===== src/rtl/cmd_dest_pkg.sv =====
// Shared types and default parameters for the command/destination controller.
package cmd_dest_pkg;

    localparam int unsigned DEF_ID_W      = 6;
    localparam int unsigned DEF_DEPTH     = 4;
    localparam int unsigned DEF_BUZZ_HALF = 6250;

    typedef enum logic [1:0] {
        STOP   = 2'b00,
        GO     = 2'b01,
        APPEND = 2'b10,
        RSVD   = 2'b11
    } cmd_op_t;

    typedef enum logic {
        IDLE    = 1'b0,
        TRANSIT = 1'b1
    } state_t;

endpackage


===== src/rtl/cmd_dest_ctrl_if.sv =====
// Command, station-ID, motion and buzzer signals of the destination controller.
interface cmd_dest_ctrl_if #(
    parameter int unsigned ID_W  = 6,
    parameter int unsigned DEPTH = 4
) ();
    localparam int unsigned CNT_W = $clog2(DEPTH + 1);

    logic [ID_W+1:0]  cmd;
    logic             cmd_rdy;
    logic             clr_cmd_rdy;
    logic [ID_W+1:0]  ID;
    logic             ID_vld;
    logic             clr_ID_vld;
    logic             OK2Move;
    logic             in_transit;
    logic             go;
    logic             buzz;
    logic             buzz_n;
    logic             arrived;
    logic             cmd_err;
    logic [CNT_W-1:0] q_count;

    modport master (
        output cmd, cmd_rdy, ID, ID_vld, OK2Move,
        input  clr_cmd_rdy, clr_ID_vld, in_transit, go, buzz, buzz_n,
               arrived, cmd_err, q_count
    );

    modport slave (
        input  cmd, cmd_rdy, ID, ID_vld, OK2Move,
        output clr_cmd_rdy, clr_ID_vld, in_transit, go, buzz, buzz_n,
               arrived, cmd_err, q_count
    );
endinterface


===== src/rtl/dest_fifo.sv =====
// Circular destination queue with flush; flush together with push loads a single entry.
module dest_fifo #(
    parameter int unsigned ID_W  = 6,
    parameter int unsigned DEPTH = 4
) (
    input  logic                       clk,
    input  logic                       rst_n,
    input  logic                       flush,
    input  logic                       push,
    input  logic                       pop,
    input  logic [ID_W-1:0]            din,
    output logic [ID_W-1:0]            head,
    output logic [$clog2(DEPTH+1)-1:0] count,
    output logic                       full,
    output logic                       empty
);
    localparam int unsigned PTR_W = $clog2(DEPTH);
    localparam int unsigned CNT_W = $clog2(DEPTH + 1);

    logic [ID_W-1:0]  mem [DEPTH];
    logic [PTR_W-1:0] rd_ptr;
    logic [PTR_W-1:0] wr_ptr;
    logic [PTR_W-1:0] wr_idx;
    logic [CNT_W-1:0] cnt;
    logic             push_ok;
    logic             pop_ok;

    function automatic logic [PTR_W-1:0] ptr_inc(input logic [PTR_W-1:0] p);
        return (p == PTR_W'(DEPTH - 1)) ? '0 : p + PTR_W'(1);
    endfunction

    assign full    = (cnt == CNT_W'(DEPTH));
    assign empty   = (cnt == '0);
    assign push_ok = push & (flush | ~full);
    assign pop_ok  = pop & ~empty & ~flush;
    assign wr_idx  = flush ? '0 : wr_ptr;
    assign head    = mem[rd_ptr];
    assign count   = cnt;

    // Pointer and occupancy bookkeeping.
    always_ff @(posedge clk or negedge rst_n) begin
        if (!rst_n) begin
            rd_ptr <= '0;
            wr_ptr <= '0;
            cnt    <= '0;
        end else if (flush) begin
            rd_ptr <= '0;
            wr_ptr <= push ? PTR_W'(1) : '0;
            cnt    <= push ? CNT_W'(1) : '0;
        end else begin
            if (push_ok) wr_ptr <= ptr_inc(wr_ptr);
            if (pop_ok)  rd_ptr <= ptr_inc(rd_ptr);
            if (push_ok && !pop_ok)      cnt <= cnt + CNT_W'(1);
            else if (pop_ok && !push_ok) cnt <= cnt - CNT_W'(1);
        end
    end

    // Storage needs no reset: entries are only read while counted valid.
    always_ff @(posedge clk) begin
        if (push_ok) mem[wr_idx] <= din;
    end
endmodule


===== src/rtl/cmd_dest_ctrl.sv =====
// Multi-stop command/destination controller: route FSM, arrival matching and obstacle buzzer.
module cmd_dest_ctrl
    import cmd_dest_pkg::*;
#(
    parameter int unsigned ID_W      = DEF_ID_W,
    parameter int unsigned DEPTH     = DEF_DEPTH,
    parameter int unsigned BUZZ_HALF = DEF_BUZZ_HALF
) (
    input logic            clk,
    input logic            rst_n,
    cmd_dest_ctrl_if.slave bus
);
    localparam int unsigned CNT_W  = $clog2(DEPTH + 1);
    localparam int unsigned BCNT_W = $clog2(BUZZ_HALF);

    state_t            state_q;
    state_t            state_d;
    cmd_op_t           op;
    logic [ID_W-1:0]   cmd_dst;
    logic [ID_W-1:0]   id_lo;
    logic              unused_id_hi;
    logic              flush;
    logic              push;
    logic              pop;
    logic              arrived_d;
    logic              arrived_q;
    logic              cmd_err_d;
    logic              cmd_err_q;
    logic [ID_W-1:0]   head;
    logic [CNT_W-1:0]  count;
    logic              full;
    logic              empty;
    logic              in_transit;
    logic              buzz_en;
    logic              buzz_q;
    logic [BCNT_W-1:0] buzz_cnt;

    assign op           = cmd_op_t'(bus.cmd[ID_W+1:ID_W]);
    assign cmd_dst      = bus.cmd[ID_W-1:0];
    assign id_lo        = bus.ID[ID_W-1:0];
    assign unused_id_hi = ^bus.ID[ID_W+1:ID_W];

    dest_fifo #(
        .ID_W  (ID_W),
        .DEPTH (DEPTH)
    ) u_fifo (
        .clk   (clk),
        .rst_n (rst_n),
        .flush (flush),
        .push  (push),
        .pop   (pop),
        .din   (cmd_dst),
        .head  (head),
        .count (count),
        .full  (full),
        .empty (empty)
    );

    always_ff @(posedge clk or negedge rst_n) begin
        if (!rst_n) begin
            state_q   <= IDLE;
            arrived_q <= 1'b0;
            cmd_err_q <= 1'b0;
        end else begin
            state_q   <= state_d;
            arrived_q <= arrived_d;
            cmd_err_q <= cmd_err_d;
        end
    end

    // Commands take priority over station IDs, so push and pop never coincide.
    always_comb begin
        state_d   = state_q;
        flush     = 1'b0;
        push      = 1'b0;
        pop       = 1'b0;
        arrived_d = 1'b0;
        cmd_err_d = 1'b0;
        if (bus.cmd_rdy) begin
            unique case (op)
                STOP: begin
                    flush   = 1'b1;
                    state_d = IDLE;
                end
                GO: begin
                    flush   = 1'b1;
                    push    = 1'b1;
                    state_d = TRANSIT;
                end
                APPEND: begin
                    if (full) begin
                        cmd_err_d = 1'b1;
                    end else begin
                        push    = 1'b1;
                        state_d = TRANSIT;
                    end
                end
                RSVD: ;
            endcase
        end else if (bus.ID_vld && state_q == TRANSIT && !empty && id_lo == head) begin
            pop       = 1'b1;
            arrived_d = 1'b1;
            if (count == CNT_W'(1)) state_d = IDLE;
        end
    end

    assign in_transit = (state_q == TRANSIT);
    assign buzz_en    = in_transit & ~bus.OK2Move;

    // Buzzer toggles every BUZZ_HALF enabled cycles and is held low otherwise.
    always_ff @(posedge clk or negedge rst_n) begin
        if (!rst_n) begin
            buzz_cnt <= '0;
            buzz_q   <= 1'b0;
        end else if (!buzz_en) begin
            buzz_cnt <= '0;
            buzz_q   <= 1'b0;
        end else if (buzz_cnt == BCNT_W'(BUZZ_HALF - 1)) begin
            buzz_cnt <= '0;
            buzz_q   <= ~buzz_q;
        end else begin
            buzz_cnt <= buzz_cnt + BCNT_W'(1);
        end
    end

    assign bus.clr_cmd_rdy = bus.cmd_rdy;
    assign bus.clr_ID_vld  = bus.ID_vld;
    assign bus.in_transit  = in_transit;
    assign bus.go          = in_transit & bus.OK2Move;
    assign bus.buzz        = buzz_q;
    assign bus.buzz_n      = ~buzz_q;
    assign bus.arrived     = arrived_q;
    assign bus.cmd_err     = cmd_err_q;
    assign bus.q_count     = count;
endmodule


===== src/flat_wrapper.sv =====
// flat-port wrapper written by rule: the top's interface ports become plain ports
module cmd_dest_ctrl_flat import cmd_dest_pkg::*;
#(
    parameter int unsigned ID_W      = DEF_ID_W,
    parameter int unsigned DEPTH     = DEF_DEPTH,
    parameter int unsigned BUZZ_HALF = DEF_BUZZ_HALF
)
  (clk, rst_n, bus_cmd, bus_cmd_rdy, bus_ID, bus_ID_vld, bus_OK2Move, bus_clr_cmd_rdy, bus_clr_ID_vld, bus_in_transit, bus_go, bus_buzz, bus_buzz_n, bus_arrived, bus_cmd_err, bus_q_count);
  cmd_dest_ctrl_if #(.ID_W(ID_W), .DEPTH(DEPTH)) bus_i ();
  input logic clk;
  input logic rst_n;
  input wire logic [$bits(bus_i.cmd)-1:0] bus_cmd;
  input wire logic [$bits(bus_i.cmd_rdy)-1:0] bus_cmd_rdy;
  input wire logic [$bits(bus_i.ID)-1:0] bus_ID;
  input wire logic [$bits(bus_i.ID_vld)-1:0] bus_ID_vld;
  input wire logic [$bits(bus_i.OK2Move)-1:0] bus_OK2Move;
  output wire logic [$bits(bus_i.clr_cmd_rdy)-1:0] bus_clr_cmd_rdy;
  output wire logic [$bits(bus_i.clr_ID_vld)-1:0] bus_clr_ID_vld;
  output wire logic [$bits(bus_i.in_transit)-1:0] bus_in_transit;
  output wire logic [$bits(bus_i.go)-1:0] bus_go;
  output wire logic [$bits(bus_i.buzz)-1:0] bus_buzz;
  output wire logic [$bits(bus_i.buzz_n)-1:0] bus_buzz_n;
  output wire logic [$bits(bus_i.arrived)-1:0] bus_arrived;
  output wire logic [$bits(bus_i.cmd_err)-1:0] bus_cmd_err;
  output wire logic [$bits(bus_i.q_count)-1:0] bus_q_count;
  assign bus_i.cmd = bus_cmd;
  assign bus_i.cmd_rdy = bus_cmd_rdy;
  assign bus_i.ID = bus_ID;
  assign bus_i.ID_vld = bus_ID_vld;
  assign bus_i.OK2Move = bus_OK2Move;
  assign bus_clr_cmd_rdy = bus_i.clr_cmd_rdy;
  assign bus_clr_ID_vld = bus_i.clr_ID_vld;
  assign bus_in_transit = bus_i.in_transit;
  assign bus_go = bus_i.go;
  assign bus_buzz = bus_i.buzz;
  assign bus_buzz_n = bus_i.buzz_n;
  assign bus_arrived = bus_i.arrived;
  assign bus_cmd_err = bus_i.cmd_err;
  assign bus_q_count = bus_i.q_count;
  cmd_dest_ctrl #(.ID_W(ID_W), .DEPTH(DEPTH), .BUZZ_HALF(BUZZ_HALF)) u_core (.clk(clk), .rst_n(rst_n), .bus(bus_i));
endmodule

===== config.mk =====
export PLATFORM = sky130hd
export DESIGN_NAME = cmd_dest_ctrl_flat
export DESIGN_NICKNAME = d
export VERILOG_FILES = /design/src/rtl/cmd_dest_pkg.sv /design/src/rtl/cmd_dest_ctrl_if.sv /design/src/rtl/dest_fifo.sv /design/src/rtl/cmd_dest_ctrl.sv /design/src/flat_wrapper.sv
export SDC_FILE = /design/constraint.sdc
export NUM_CORES = 1
export LEC_CHECK = 0
export CAP_MARGIN = 20
export CORE_MARGIN = 8
export CORE_UTILIZATION = 45
export CTS_CLUSTER_SIZE = 8
export DETAILED_ROUTE_END_ITERATION = 10
export PLACE_DENSITY = 0.7
export SYNTH_ARGS = -nofsm -noshare
export SYNTH_HDL_FRONTEND = slang
export SYNTH_HIERARCHICAL = 1
export SYNTH_SLANG_ARGS = --single-unit

===== constraint.sdc =====
create_clock -name clk -period 3.6 [get_ports clk]
set_clock_uncertainty 0.05 [all_clocks]
set_input_delay 0.36 -clock clk [delete_from_list [all_inputs] [get_ports clk]]
set_output_delay 0.36 -clock clk [all_outputs]
set_load 0.05 [all_outputs]

== Word-level counts from Yosys, hierarchy flattened ==
Memory sizes are Yosys's and may differ from the RTL's.
Cells that the tools add are included.

* $add $sub $neg: 5
* Equality and inequality tests: 11
* Mux-type cells: 33
* Bitwise operators: 11
* Reduce and logical (&&, ||, !) cells: 17

{| class="wikitable"
|+ Operators by type and width
! cell !! count
|-
| $mux 13 || 2
|-
| $mux 1 || 19
|-
| $mux 2 || 7
|-
| $add 13x1->13 const B || 1
|-
| $eq 13x13->1 const B || 1
|-
| $mux 3 || 3
|-
| $reduce_bool 2->1 || 4
|-
| $eq 2x2->1 const B || 3
|-
| $eq 6x6->1 || 1
|-
| $and 1x1->1 || 5
|-
| $logic_and 1x1->1 || 5
|-
| $not 1->1 || 5
|-
| $add 2x1->2 const B || 2
|-
| $ne 4x1->1 const B || 1
|-
| $reduce_and 4->1 || 1
|-
| $add 3x1->3 const B || 1
|-
| $eq 3x1->1 const B || 1
|-
| $eq 3x3->1 const B || 1
|-
| $logic_not 1->1 || 3
|-
| $logic_not 3->1 || 1
|-
| $ne 3x3->1 const B || 1
|-
| $pmux 1 s3 || 1
|-
| $reduce_bool 3->1 || 1
|-
| $sub 3x1->3 const B || 1
|-
| other kinds (6) || 6
|}

* Flip-flop bits (word level): 24
* RAM bits: 24
* Input port bits: 21
* Logic and storage cells: 86
* Memories kept: 1

{| class="wikitable"
|+ Memories
! memory !! words !! width !! read ports !! clocked after Yosys merged registers in !! write ports !! line !! source
|-
| u_core.u_fifo.mem || 4 || 6 || 1 || 0 || 1 || dest_fifo.sv:20 || <nowiki>logic [ID_W-1:0] mem [DEPTH];</nowiki>
|}

== Logic depth before layout (Yosys ltp) ==
Gate-level depths: netlist of run 1.

* Depth in word-level cells: 12
* Depth in mapped cells: 12
* Depth with buffers taken out: 10

== Hierarchy ==
Netlist of run 1, hierarchy kept.

{| class="wikitable"
|+ By module, submodules not included
! module !! instances !! cells each !! area each (sq um) !! sequential area each (sq um)
|-
| dest_fifo || 1 || 101 || 1497.7 || 895.9
|-
| cmd_dest_ctrl || 1 || 100 || 1006.0 || 425.4
|}

== Worst setup path after synthesis of run 1 ==
No wires, ideal clock.

* Path kind: reg2reg
* From: reg u_core.u_fifo.rd_ptr[0]
* To: reg u_core.u_fifo.cnt[2] (netlist: u_core/u_fifo/count[2])
* Data arrival time: 3517 ps
* Data required time: 3484 ps
* Slack: -33 ps
* Cell stages (with the launch flop): 13
* Clock period less this slack: 3633 ps
* Cell sequence: dfrtp_1 > buf_2 > mux4_2 > xnor2_1 > nand4_1 > nor4_1 > buf_6 > a21oi_1 > o21a_1 > fa_1 > a21bo_2 > a311oi_1 > o311a_1

* Cells in the longest elaborated chain, start to end: 11
* Elaborated cells on any way between the ends: 13
* Classes of those cells: 1 x eq/ne; 4 x mux; 2 x bitwise; 5 x reduce/logical; 1 x memory

{| class="wikitable"
|+ RTL lines
! element !! line !! source
|-
| start, declared || dest_fifo.sv:21 || <nowiki>logic [PTR_W-1:0] rd_ptr;</nowiki>
|-
| start signal, assigned || dest_fifo.sv:52 || <nowiki>if (pop_ok) rd_ptr <= ptr_inc(rd_ptr);</nowiki>
|-
| $mem_v2 4x6 * || -- ||
|-
| via u_core.head[3] || cmd_dest_ctrl.sv:29 || <nowiki>logic [ID_W-1:0] head;</nowiki>
|-
| $eq 6x6->1 * || cmd_dest_ctrl.sv:100 || <nowiki>end else if (bus.ID_vld && state_q == TRANSIT && !empty && id_lo == head) begin</nowiki>
|-
| $logic_and 1x1->1 * || cmd_dest_ctrl.sv:100 ||
|-
| $mux 1 * (2 in a row) || -- ||
|-
| via u_core.arrived_d || cmd_dest_ctrl.sv:25 || <nowiki>logic arrived_d;</nowiki>
|-
| $and 1x1->1 * (2 in a row) || dest_fifo.sv:35 || <nowiki>assign pop_ok = pop & ~empty & ~flush;</nowiki>
|-
| $logic_not 1->1 || dest_fifo.sv:53 || <nowiki>if (push_ok && !pop_ok) cnt <= cnt + CNT_W'(1);</nowiki>
|-
| $logic_and 1x1->1 || dest_fifo.sv:53 ||
|-
| $mux 3 || dest_fifo.sv:53 ||
|-
| $mux 3 || dest_fifo.sv:46 || <nowiki>end else if (flush) begin</nowiki>
|-
| end signal, assigned || dest_fifo.sv:49 || <nowiki>cnt <= push ? CNT_W'(1) : '0;</nowiki>
|-
| end signal, assigned || dest_fifo.sv:53 ||
|-
| end signal, assigned || dest_fifo.sv:54 || <nowiki>else if (pop_ok && !push_ok) cnt <= cnt - CNT_W'(1);</nowiki>
|-
| end, declared || dest_fifo.sv:24 || <nowiki>logic [CNT_W-1:0] cnt;</nowiki>
|}

Mark *: on every way through the listed nets, which the timed path passes. The rest lies on a longest branch.
A chain may end at the register's enable or synchronous reset.

== Worst setup path after layout of run 1 ==
Same ends and word-level chain as after synthesis.

==> results by group, run 1 <==
Clock tree
  – Hold buffer count at cts: 0
  – Clk slew on worst S/H paths: roughly 90 ps
  – Longest Clk Path Bufs: 2
  – Worst-skew pair later-pin latency: 290 ps
  – Clk sink count: 48
  – H-tree Lvls: 2
  – Setup Fix Bufs, Post-CTS: 0
  – CTS tree: built
  – Num CTS Buffers: 5
  – CTS Root Cell: clkbuf_8

Layout
  – Share of post-route cells with drive strength above 1: 15.7%
  – Fillcell total: 460
  – P&R area growth vs syn: 19.6%
  – Nets: ~260
  – ANT cells: 0

Pwr
  – LEAKAGE: 0.00113 uW
  – Pwr dens: 426 mW/mm^2
  – Maximum vdd ir drop: 0.292 mV
  – Post-layout power: roughly 1300 uW

Floorplan
  – Ports: 32
  – Die area: 0.00821 sq mm
  – Site row count: 27
  – Horiz. Die Dim: slightly above 90 um
  – Die H: 90.6 um
  – Initial Utilization: 46.0%
  – Core area: approximately 0.0054 sq mm

Synthesis
  – Post-synth EDFFs: 24
  – Synth Area per Inst: 12.5 sq um
  – Ys Warns: 6
  – Synth Instances: 201
  – Net Count, Synth: 230
  – Post-Syn Area: 0.00250 sq mm
  – Register area share after synthesis: 52.8%
  – Unique masters post-synth: 57
  – Post-synth top area share: around 29%
  – Area leader, netlist: edfxtp_1
  – Synth Register Bits: 48
  – Synth area leaders: edfxtp_1, dfrtp_1, mux4_2
  – Share of async-settable or async-resettable flops after synthesis: 50.0%
  – Post-synth top flop: edfxtp_1

Global route
  – Maximum number of pins on one net before global-route repair: 25
  – Vias in the first global route: 1,635
  – Total track usage: 11.9%
  – First-pass GRT wire length: 7.98 mm
  – Global route overflow: 0
  – Antenna violations before repair: 0

Worst setup path
  – Critical path class: flip-flop to flip-flop
  – Slowest-stage cell, CP: mux4_2
  – Crit end category: flip-flop
  – Worst path cell trace: mux4_2 -> xnor2_1 -> nand4_1 -> nor4_2 -> a21oi_1 -> o21a_1 -> fa_1 -> a21bo_2 -> a311oi_1 -> o311a_1
  – Crit path max fanout: 6
  – Arrival @ worst endpoint: about 3500 ps
  – Startpoint Class: flip-flop
  – Worst EP required: roughly 3800 ps
  – Worst setup path start: u_core/u_fifo/rd_ptr[0]
  – R2R Setup Slk: around 250 ps
  – Max incr delay on CP: around 540 ps
  – Beginning of the worst register-to-register path: u_core/u_fifo/rd_ptr[0]

Drt
  – Routed Antenna Nets: 0
  – DRT Pass-1 Iters: 4
  – Number of DRC markers in iteration 0: 80
  – Post-route DRC: 0
  – Wire length per cell: ~15 um
  – Vias post-DR: roughly 1,600
  – Drt total wl: 4.77 mm
  – Via/cell ratio: 5.28

Timing
  – Worst-Margin Slew: 573 ps
  – Hold slack final: 260 ps
  – Max-slew headroom: between 60 and 70%
  – Final setup viols: 0
  – Setup_tns: 0 ps
  – Fin crit share: 93.1%
  – Max-slew violations: 0
  – Minimum clock period: roughly 3400 ps
  – Worst setup margin: around 250 ps
  – RSZ-0062 raised after global routing: false
  – Hold Violations, Final: 0
  – Fmax: 298 MHz

Placed design
  – RePlAce Congestion: 0.756
  – Pre-CTS setup slack: 155 ps
  – DP HPWL: 3.44 mm
  – Port bufs: 29

Min path
  – Hold crit path type: primary input to async pin

Outcome
  – Outcome: finished clean

Run
  – Max-cap violation count: 0
-- final timing paths --
check                                          endpoint  cells after the start
min in group clk                     u_core/buzz_cnt[0]                      1
worst min register to register       u_core/buzz_cnt[0]                      1
worst max-delay path             u_core/u_fifo/count[2]                     10
max in group asynchronous       u_core/u_fifo/rd_ptr[0]                      2
worst min-delay path                 u_core/buzz_cnt[2]                      1
worst max register to register   u_core/u_fifo/count[2]                     10
-- power breakdown --
part	internal [uW]	switching, uW	total, uW	leakage, uW
sequential	602	35.6	637	0.000543
clock	205	174	379	0.0000503
combinational	113	147	260	0.000541
total	919	357	1280	0.00113
-- cells in the mapped netlist, drive strengths merged (3+ instances only) --
master / instances
edfxtp: 24
ha: 7
dfrtp: 24
and3: 3
mux4: 6
o21a: 3
buf: 9
nand4: 5
nand2: 8
nand3: 5
xnor2: 11
nor2: 22
mux2i: 3
nor4: 3
xor2: 7
nor3: 4
inv: 9
nand3b: 3
nand2b: 3
a21oi: 6
-- placed cells by master (no fill, tap or decap), types with 7 or more instances in the layout --
cell type	instances
clkdlybuf4s50_1	29
edfxtp_1	24
dfrtp_1	23
nor2_1	22
xnor2_1	11
inv_1	9
buf_4	8
nand2_1	8
xor2_1	7
ha_1	7
-- cells by family (layout without fill, tap and decap cells) --
logic type                 after synthesis  count (layout)  share of synthesized area [%]
AOI/OAI and AO/OA                       23              23                           6.60
xor gates and xnor gates                18              18                           6.30
adders and majority gates                8               8                           4.30
buffers and inverters                   21              56                           5.55
DFF                                     48              48                           52.8
muxes                                   10              10                           7.05
and+or+nand+nor                         73              73                           17.4
-- repair_timing --
item | CTS | global route
setup endpoints to repair | 0 | 1
gates resized for setup | 0 | 1
endpoints found under the hold margin | 0 | 0
-- state kept, by name, indices dropped and copies added (netlist names) --
register and count:
u_core/u_fifo/wr_ptr 2, u_core/u_fifo/mem 24, u_core/u_fifo/count 3, u_core/u_fifo/rd_ptr 2, u_core/bus.arrived 1, u_core/bus.in_transit 1
u_core/bus.buzz 1, u_core/buzz_cnt 13, u_core/bus.cmd_err 1
-- cell type report --
class / instances / area [sq um] / area share (%)
flip-flops and latches: 48 / 1320 / 44.2
clock buffers: 5 / 68.8 / 2.30
clock inverters: 3 / 42.5 / 1.42
well taps: 72 / 90.1 / 3.01
inverters: 10 / 42.5 / 1.42
repair buffers: 38 / 378 / 12.6
multi-input cells: 132 / 1050 / 35.1
-- per-stage QoR --
step	util (%)	area (sq um)	cells
after floorplan	-	2510	201
after global placement	52.5	2850	299
after detailed placement	52.5	2850	299
after CTS	54.5	2970	307
after global routing	55.0	2990	308
final	55.0	2990	308
-- critical path, delay by kind of cell, from the launching register on --
kind                     cells  cell delay, ps
AO/OA/AOI/OAI                5            1020
XOR/XNOR                     1             240
adder cells (fa/ha/maj)      1             430
flip-flops                   1             480
multiplexers                 1             540
AND/OR/NAND/NOR              2             530
-- layer usage --
metal  GRT usage, %  vias up  share of wire [%]  wire (um)
met5              0        -                  0          0
met4           4.58        0               0.86         41
met3           2.49        2                2.1         98
met2           19.7       15                 52       2480
met1           14.8      815                 45       2150
li1               -      793                  -          -
Note: power is estimated with default switching activity, not from simulation.
==> run 2: changes to the inputs <==
--- a/config.mk
+++ b/config.mk
@@ -15,3 +15,4 @@
 export SYNTH_HDL_FRONTEND = slang
 export SYNTH_HIERARCHICAL = 1
 export SYNTH_SLANG_ARGS = --single-unit
+export TNS_END_PERCENT = 5
==> results of run 2 <==
Final layout, timing and power as in run 1 (identical DEF).
